**src/rtl/dm_access_ctrl.sv**
```systemverilog
// Byte-wide data-memory initiator: splits one load/store into 1/2/4 little-endian byte beats.
// Optional DM_ALIGN_CHECK_EN rejects misaligned half/word accesses with rsp_err instead of issuing beats.
//
// state   | meaning
// --------+-----------------------------------------------------------
// S_IDLE  | ready for a request; req_ready high once out of reset
// S_ISSUE | one byte beat on the memory port per cycle
// S_DRAIN | load only: capture the last read byte, build the response
// S_RESP  | rsp_valid pulse, then back to idle
module dm_access_ctrl #(
   parameter int AW = 6
) (
   input  logic          clk,
   input  logic          rst,
   input  logic          req_valid,
   output logic          req_ready,
   input  logic          req_we,
   input  logic [2:0]    req_type,
   input  logic [AW-1:0] req_addr,
   input  logic [31:0]   req_wdata,
   output logic          rsp_valid,
   output logic [31:0]   rsp_rdata,
   output logic          rsp_err,
   output logic          mem_en,
   output logic          mem_we,
   output logic [AW-1:0] mem_addr,
   output logic [7:0]    mem_wdata,
   input  logic [7:0]    mem_rdata
);

   typedef enum logic [1:0] {S_IDLE, S_ISSUE, S_DRAIN, S_RESP} state_t;

   state_t        r_state;
   logic          r_ready;
   logic          r_we;
   logic [2:0]    r_type;
   logic [31:0]   r_wdata;
   logic [1:0]    r_beat;
   logic [1:0]    r_last;
   logic [31:0]   r_asm;
   logic          r_rsp_valid;
   logic [31:0]   r_rsp_rdata;
   logic          r_rsp_err;
   logic          r_mem_en;
   logic          r_mem_we;
   logic [AW-1:0] r_mem_addr;
   logic [7:0]    r_mem_wdata;

   logic [1:0]    w_req_last;
   logic          w_type_ok;
   logic          w_misalign;
   logic [1:0]    w_beat_nxt;
   logic [1:0]    w_beat_prev;
   logic [31:0]   w_asm_fill;
   logic [31:0]   w_ext;

   always_comb begin
      w_req_last = 2'd0;
      case (req_type)
         3'b000:         w_req_last = 2'd3;
         3'b001, 3'b010: w_req_last = 2'd1;
         default:        w_req_last = 2'd0;
      endcase
   end

   assign w_type_ok = (req_type <= 3'd4);

`ifdef DM_ALIGN_CHECK_EN
   assign w_misalign = ((req_type == 3'b001 || req_type == 3'b010) && req_addr[0]) ||
                       (req_type == 3'b000 && req_addr[1:0] != 2'b00);
`else
   assign w_misalign = 1'b0;
`endif

   assign w_beat_nxt  = r_beat + 2'd1;
   assign w_beat_prev = r_beat - 2'd1;

   // The last read byte arrives during DRAIN; merge it before extending.
   always_comb begin
      w_asm_fill = r_asm;
      w_asm_fill[{r_last, 3'b000} +: 8] = mem_rdata;
   end

   always_comb begin
      w_ext = w_asm_fill;
      case (r_type)
         3'b001:  w_ext = {{16{w_asm_fill[15]}}, w_asm_fill[15:0]};
         3'b010:  w_ext = {16'h0000, w_asm_fill[15:0]};
         3'b011:  w_ext = {{24{w_asm_fill[7]}}, w_asm_fill[7:0]};
         3'b100:  w_ext = {24'h000000, w_asm_fill[7:0]};
         default: w_ext = w_asm_fill;
      endcase
   end

   always_ff @(posedge clk or posedge rst) begin
      if (rst) begin
         r_state     <= S_IDLE;
         r_ready     <= 1'b0;
         r_we        <= 1'b0;
         r_type      <= 3'b000;
         r_wdata     <= 32'h0;
         r_beat      <= 2'd0;
         r_last      <= 2'd0;
         r_asm       <= 32'h0;
         r_rsp_valid <= 1'b0;
         r_rsp_rdata <= 32'h0;
         r_rsp_err   <= 1'b0;
         r_mem_en    <= 1'b0;
         r_mem_we    <= 1'b0;
         r_mem_addr  <= '0;
         r_mem_wdata <= 8'h00;
      end else begin
         case (r_state)
            S_IDLE: begin
               if (req_valid && r_ready) begin
                  r_ready <= 1'b0;
                  r_we    <= req_we;
                  r_type  <= req_type;
                  r_wdata <= req_wdata;
                  r_asm   <= 32'h0;
                  r_beat  <= 2'd0;
                  r_last  <= w_req_last;
                  if (!w_type_ok || w_misalign) begin
                     r_rsp_valid <= 1'b1;
                     r_rsp_rdata <= 32'h0;
                     r_rsp_err   <= w_misalign;
                     r_state     <= S_RESP;
                  end else begin
                     // Beat 0 goes out in the first cycle after acceptance.
                     r_mem_en    <= 1'b1;
                     r_mem_we    <= req_we;
                     r_mem_addr  <= req_addr;
                     r_mem_wdata <= req_wdata[7:0];
                     r_state     <= S_ISSUE;
                  end
               end else begin
                  r_ready <= 1'b1;
               end
            end
            S_ISSUE: begin
               if (r_beat != 2'd0 && !r_we)
                  r_asm[{w_beat_prev, 3'b000} +: 8] <= mem_rdata;
               if (r_beat == r_last) begin
                  r_mem_en <= 1'b0;
                  r_mem_we <= 1'b0;
                  if (r_we) begin
                     r_rsp_valid <= 1'b1;
                     r_rsp_rdata <= 32'h0;
                     r_rsp_err   <= 1'b0;
                     r_state     <= S_RESP;
                  end else begin
                     r_state <= S_DRAIN;
                  end
               end else begin
                  r_beat      <= w_beat_nxt;
                  r_mem_addr  <= r_mem_addr + AW'(1);
                  r_mem_wdata <= r_wdata[{w_beat_nxt, 3'b000} +: 8];
               end
            end
            S_DRAIN: begin
               r_asm       <= w_asm_fill;
               r_rsp_valid <= 1'b1;
               r_rsp_rdata <= w_ext;
               r_rsp_err   <= 1'b0;
               r_state     <= S_RESP;
            end
            S_RESP: begin
               r_rsp_valid <= 1'b0;
               r_rsp_err   <= 1'b0;
               r_ready     <= 1'b1;
               r_state     <= S_IDLE;
            end
            default: r_state <= S_IDLE;
         endcase
      end
   end

   assign req_ready = r_ready;
   assign rsp_valid = r_rsp_valid;
   assign rsp_rdata = r_rsp_rdata;
   assign rsp_err   = r_rsp_err;
   assign mem_en    = r_mem_en;
   assign mem_we    = r_mem_we;
   assign mem_addr  = r_mem_addr;
   assign mem_wdata = r_mem_wdata;

endmodule

```
**config.mk**
```make
export PLATFORM = sky130hd
export DESIGN_NAME = dm_access_ctrl
export DESIGN_NICKNAME = d
export VERILOG_FILES = /design/src/rtl/dm_access_ctrl.sv
export SDC_FILE = /design/constraint.sdc
export NUM_CORES = 1
export LEC_CHECK = 0
export BUFFER_PORTS_ARGS = -buffer_cell sky130_fd_sc_hd__buf_2
export CAP_MARGIN = 30
export CORE_MARGIN = 2
export CORE_UTILIZATION = 52
export DETAILED_ROUTE_END_ITERATION = 16
export PLACE_DENSITY = 0.86
export SLEW_MARGIN = 20
export SYNTH_ARGS = -nofsm -noshare
export SYNTH_HDL_FRONTEND = slang
export SYNTH_SLANG_ARGS = --single-unit
```
**constraint.sdc**
```tcl
create_clock -name clk -period 3.3 [get_ports clk]
set_input_delay 0.33 -clock clk [delete_from_list [all_inputs] [get_ports clk]]
set_output_delay 0.33 -clock clk [all_outputs]
set_load 0.05 [all_outputs]
```
==> results.md, run 1 <==
* Post-CTS Resized at 0
* Final Power at 9300 µW
* Routability cong. at around 0.88
* Vias in the first global route at just over 6000
* H-Tree Depth at 4
* FF-to-FF Start: r_state[1]$_DFFE_PP0P_
* Final-report hold violation count at 0
* Status: completed
* Met2 Usage GRT at 0.437
* RSZ-0062 raised after global routing: false
* Met1 usage in global routing at 0.336
* Sequential area share after synthesis at 0.454
* R2R Setup Slk at 300 ps
* Max clock buf depth at 2
* Hold Buf Count CTS at 0
* Post-route ant nets at 0
* Critical path class: reg2reg
* Global route hottest layer: met2
* Num Clock Sinks at 124
* Power Density at approximately 1200 nW/µm²
* Crit path to: rsp_valid$_DFFE_PP0P_
* Height of the die at 119 µm
* Synth cell types at 55
* Max Cap Viol at 0
* Number of synthesized flops with an enable pin at 0
* #FFs+latches synth at between 100 and 150
* Grt total ovfl at 0
* CP Launch Point: r_state[1]$_DFFE_PP0P_
* Routed WL at 18.7 mm
* Layout cell share with drive strength beyond 1 at 0.294
* CTS Buf Count at 17
* Mean Syn Cell Area at 10.3 µm²
* Hold WC Path Type: in2async
* Post-synth ARST share at 1.00
* Die area at 14100 µm²
* Tot GR Track Use at 0.274
* Endpoints failing setup at 0
* Post-DR wirelength/cell at 19.9 µm
* Area growth from synthesis to final layout at 18.0%
* Post-synth top area share at 0.454
* Max Slew Vio Count at 0
* Max VDD drop at 0.691 mV
* Initial antenna violation count at 0
* Leak Pwr at 0.00354 µW
* Period utilization at 0.908
* Initial DRC count at 522
* Commonest cells in the synthesized netlist: dfrtp_1 (124), o21ai_0 (52), o22ai_1 (46)
* Synth area leader: dfrtp_1
* CTS tree: done
* Yosys Warn Count at 0
* Top-Level Pins at ~100
* Crit path max fanout at 49
* Area contributors post-synth: dfrtp_1 (45%), mux2_2 (5.9%), o22ai_1 (4.2%)
* DIE WIDTH at ~120 µm
* Clk_lat worst skew at 430 ps
* Root Driver: clkbuf_16
* Worst slew pin tran at roughly 1000 ps
* Post-CTS Setup Inserts at 0
* CP Capture Type: register
* Critical Path Start Type: register
* Synth Instances at between 600 and 700
* Number of remaining DRC errors at 0
* CP Data Arrival Time at between 3000 and 4000 ps
* Post-DP Area at 7490 µm²
* Tmin final at 3000 ps
* Syn nets at ~740
* CTS clk-pin slew, worst paths at ~50 ps
* Final core occ at 0.634
* Synthesized cell area at about 6800 µm²
* Reg2Reg Depth at 8
* Achievable clock frequency at 334 MHz
* Global-route wire length before repair at around 30 mm
* Design area at 8060 µm²
* Port bufs at between 100 and 150
* Number of cell rows at between 40 and 50
* Pin count of the biggest net entering global routing at 125
* Reg2Reg Capture Point: rsp_valid$_DFFE_PP0P_
* Worst EP required at 3550 ps
* Via count at approximately 6000
* Clock Skew at 9.07 ps
* Max-slew headroom at 0.311
* Initial core utilization at 0.537
* Initial DRT Pass Iterations at 5
* Via density at 6.37
* Setup TNS at 0 ps
* Hpwl dp at 12.3 mm
* Diodes inserted at 0
* Synth Flop Type: dfrtp_1
* M3 GR Usage at 0.0835
* Core Box Area at 12700 µm²
* Most frequent cell after synthesis: dfrtp_1
* Nets at 823
## routing by layer
metal | vias to the layer above | part of all wire | wire, µm
met3 | 56 | 0.096 | 1800
met2 | 336 | 0.48 | 8960
li1 | 2664 | - | -
met1 | 2920 | 0.39 | 7310
met5 | - | 0 | 0
met4 | 0 | 0.033 | 623
## cell type report
cell class | instances | area (µm²)
clock inverters | 7 | 62.6
inverters | 46 | 176
flip-flops and latches | 124 | 3100
fillers | 1009 | 4660
clock buffers | 25 | 495
repair buffers | 120 | 671
well taps | 172 | 215
multi-input cells | 444 | 3340
## metrics by stage
step | hold slack, ps | setup WS [ps] | instances
finish | 36.2 | 303 | 938
global route | 131 | 206 | 938
CTS | 120 | 371 | 937
detailed placement | 472 | 413 | 905
global placement | 480 | 510 | 905
floorplan | 427 | 323 | 665
## critical path, stage by stage, from the launching register on
cell,delay (ps)
dfrtp_1,410
inv_1,100
ha_2,180
buf_4,300
inv_2,360
a21oi_1,80
buf_4,230
a2111oi_0,910
o21ai_0,220
## placed cells by master, fill, tap and decap left out, types with 4 or more instances in the layout
master     count
o2bb2ai_1      9
nand2b_1      12
inv_1         44
a21oi_1       32
clkbuf_1       4
mux4_2         8
clkbuf_8       4
a31o_2        14
a22oi_1       24
clkbuf_16     17
ha_1          16
nand3_1        8
o22ai_1       46
o21ai_0       52
o21a_1        11
a31oi_1        5
nor2_1        24
a22o_1        24
o31ai_1        6
clkinv_2       5
buf_2        102
dfrtp_1      124
o31ai_2       11
xnor2_1        4
mux2_2        36
buf_4         16
mux2i_1       11
nand4_1        8
nand2_1       29
nor2b_1        8
nor3_1         5
## how the worst min path moves through the flow
stage / start / end / slack (ps) / depth (start not counted)
detailed placement: rsp_rdata[12]$_DFFE_PP0P_ / rsp_rdata[12]$_DFFE_PP0P_ / 470 / 1
finish: rst / rsp_rdata[7]$_DFFE_PP0P_ / 40 / 3
CTS: req_wdata[26] / r_wdata[26]$_DFFE_PP0P_ / 120 / 2
global placement: r_asm[4]$_DFFE_PP0P_ / r_asm[4]$_DFFE_PP0P_ / 480 / 2
global route: req_wdata[29] / r_wdata[29]$_DFFE_PP0P_ / 130 / 2
floorplan: req_type[2] / r_last[1]$_DFFE_PP0P_ / 430 / 1
## cells by family after synthesis
kind of cell             share of synthesized area
multiplexers                                 0.102
other                                     0.000549
buffers and inverters                       0.0590
AO/OA/AOI/OAI                                0.259
adder cells (fa/ha/maj)                     0.0311
XOR/XNOR                                   0.00769
AND/OR/NAND/NOR                             0.0870
flip-flops                                   0.454
## state kept, by name (all words and copies together), names as in the netlist
signal     flops
mem_we         1
rsp_rdata     32
rsp_valid      1
r_wdata       32
r_asm         32
r_we           1
r_beat         2
req_ready      1
mem_en         1
r_state        2
mem_addr       6
r_last         2
r_type         3
mem_wdata      8
## power breakdown
part | switching [µW] | internal [µW] | leakage, µW
Sequential | 414 | 2110 | 0.00161
Clock | 648 | 1110 | 0.000277
Combinational | 3400 | 1630 | 0.00166
Total | 4460 | 4840 | 0.00354
No activity file was read; power rests on OpenSTA's default activity.
==> run 2: changes to the inputs <==
--- a/config.mk
+++ b/config.mk
@@ -7,10 +7,10 @@
 export LEC_CHECK = 0
 export BUFFER_PORTS_ARGS = -buffer_cell sky130_fd_sc_hd__buf_2
 export CAP_MARGIN = 30
-export CORE_MARGIN = 2
-export CORE_UTILIZATION = 52
+export CORE_MARGIN = 8
+export CORE_UTILIZATION = 58
 export DETAILED_ROUTE_END_ITERATION = 16
-export PLACE_DENSITY = 0.86
+export PLACE_DENSITY = 0.9
 export SLEW_MARGIN = 20
 export SYNTH_ARGS = -nofsm -noshare
 export SYNTH_HDL_FRONTEND = slang
==> constraint.sdc (replaced) <==
create_clock -name clk -period 3 [get_ports clk]
set_input_delay 0.3 -clock clk [delete_from_list [all_inputs] [get_ports clk]]
set_output_delay 0.3 -clock clk [all_outputs]
set_load 0.05 [all_outputs]
==> run 2 against run 1 <==
Non-clock buffer count grew 5. Final cell count decreased by 2.6%. Clock-buffer cell count is 1 lower. Via count grew 0.13%. Setup slack better by 170 ps. Flip-flop and latch count stayed put. Hold slack gained 76 ps. Die area up 10%. Combinational power is 9.1% higher. Fmax is 19% higher. Cell area up 0.34%. Sequential share of layout area is 0.13 points lower. Critical path type unchanged. Critical endpoint is now rsp_rdata[24]$_DFFE_PP0P_. Highest routed layer is now met5.
==> results.md, run 2 (synthesis gave the netlist of run 1 again) <==
* Die area at ~16000 µm²
* Via density at 6.55
* CTS Buf Count at 17
* Cells after DPL at between 800 and 900
* Power Density at 1270 nW/µm²
* Post-CTS Resized at 0
* Worst EP required at 3320 ps
* Hold WC Path Type: in2reg
* Tot GR Track Use at 0.245
* Initial core utilization at 0.596
* CTS tree: done
* Flop pwr share at 0.270
* Vias in the first global route at about 6200
* Fill count at 820
* Tmin final at 2530 ps
* CTS clk-pin slew, worst paths at 50 ps
* Post-DP Area at 7500 µm²
* Cell repeated most along the worst path: buf_4
* Worst slew pin tran at 836 ps
* Achievable clock frequency at 396 MHz
* Pin count of the biggest net entering global routing at 51
* Clock Skew at 8.56 ps
* Hpwl dp at 13.1 mm
* Via count at between 5000 and 6000
* Number of cell rows at 39
* Critical Path Start Type: register
* Period utilization at 0.842
* CP max-delay cell: dfrtp_1
* Global-route wire length before repair at 31.2 mm
* Final-report hold violation count at 0
* Pre-CTS setup slack at roughly 550 ps
* Most common cell after layout, fill and taps aside: dfrtp_1
* Post-route ant nets at 0
* Max clock buf depth at 2
* Critical-path cell list: inv_1 > ha_1 > a21boi_4 > a2111o_1 > buf_4 > nand2b_1 > buf_4 > o31ai_1
* Area growth from synthesis to final layout at 18.4%
* Height of the die at 125 µm
* Endpoints failing setup at 0
* Crit path max fanout at 26
* Post-DR wirelength/cell at 20.8 µm
* Top Family by Delay on Critical Path: compound AO/OA/AOI/OAI gates
* Max-slew headroom at 0.441
* Most frequent cells in the layout: dfrtp_1 (124), buf_2 (102), o21ai_0 (52)
* Layout cell share with drive strength beyond 1 at 0.297
* Clock network fraction of design power at 0.196
* Max Cap Viol at 0
* Setup TNS at 0 ps
* RSZ-0062 raised after global routing: false
* CP bufs+invs at 3
* Routability cong. at 0.910
* Design area at 8090 µm²
* Max Slew Vio Count at 0
* Status: completed
* Final worst slack at between 400 and 500 ps
* Grt total ovfl at 0
* Critical path class: reg2reg
* H-Tree Depth at 4
* Cell internal power dissipation at 5420 µW
* Leak Pwr at 0.00357 µW
* Top-Level Pins at 104
* DIE WIDTH at approximately 120 µm
* Root Driver: clkbuf_16
* CP Data Arrival Time at 2840 ps
* Number of remaining DRC errors at 0
* CP max stage delay at ~410 ps
* Post-CTS Setup Inserts at 0
* Core Box Area at 11500 µm²
* CP Capture Type: register
* Clk_lat worst skew at 420 ps
* P_sw at 4870 µW
* Num Clock Sinks at ~120
* Port bufs at 102
* Sw frac at 0.473
* Nets at about 830
* Initial antenna violation count at 1
* Comb pwr share at 0.533
* Initial DRT Pass Iterations at 6
* Initial DRC count at just over 500
* Hold Buf Count CTS at 1
* Max VDD drop at 0.984 mV
* Routed WL at 19.0 mm
* Non-filler cells, final at 914
-- run 2: routing by layer --
layer	share of wire	routed length, µm	vias up	global-route usage
met3	0.098	1870	59	0.0872
met4	0.033	621	2	0.136
met5	0.00068	13	-	0
met1	0.39	7340	2912	0.276
li1	-	-	2674	-
met2	0.48	9180	337	0.397
-- run 2: layout make-up --
type	instances	area, µm²	area share
antenna	1	2.50	0.000309
clock buffer	24	492	0.0608
clock inverter	7	87.6	0.0108
inverter	46	176	0.0218
multi-input combinational	444	3340	0.413
sequential	124	3100	0.383
tap	143	179	0.0221
timing repair buffer	125	711	0.0878
-- run 2: power by group through the flow --
stage               Clock (µW)  Combinational (µW)  Sequential [µW]
floorplan                    0                3230             3630
CTS                       2040                5430             2760
detailed placement           0                5370             2780
global placement             0                5190             2720
global route              2110                5860             2850
finish                    2020                5490             2780
-- run 2: worst paths after layout --
| path | from | endpoint | slack (ps) | cells past startpoint |
|---|---|---|---|---|
| max | r_state[1]$_DFFE_PP0P_ | rsp_rdata[24]$_DFFE_PP0P_ | 470 | 8 |
| min | req_wdata[26] | r_wdata[26]$_DFFE_PP0P_ | 110 | 2 |
| max reg2reg | r_state[1]$_DFFE_PP0P_ | rsp_rdata[24]$_DFFE_PP0P_ | 470 | 8 |
| min reg2reg | r_wdata[2]$_DFFE_PP0P_ | r_wdata[2]$_DFFE_PP0P_ | 500 | 1 |
| max in group asynchronous | rst | r_wdata[8]$_DFFE_PP0P_ | 1860 | 5 |
| min in group asynchronous | rst | r_asm[1]$_DFFE_PP0P_ | 380 | 3 |
-- run 2: through the flow --
step / power (µW) / util / hold slack [ps]
2_1_floorplan: 6870 / - / 397
3_3_place_gp: 7910 / 0.652 / 477
3_5_place_dp: 8160 / 0.654 / 276
4_1_cts: 10200 / 0.705 / 95.8
5_1_grt: 10800 / 0.705 / 103
6_report: 10300 / 0.706 / 113
-- run 2: worst register-to-register path, stage by stage (launching register included) --
cell and delay [ps]:
dfrtp_1 410, inv_1 110, ha_1 320, a21boi_4 210
a2111o_1 400, buf_4 220, nand2b_1 160, buf_4 260
o31ai_1 320
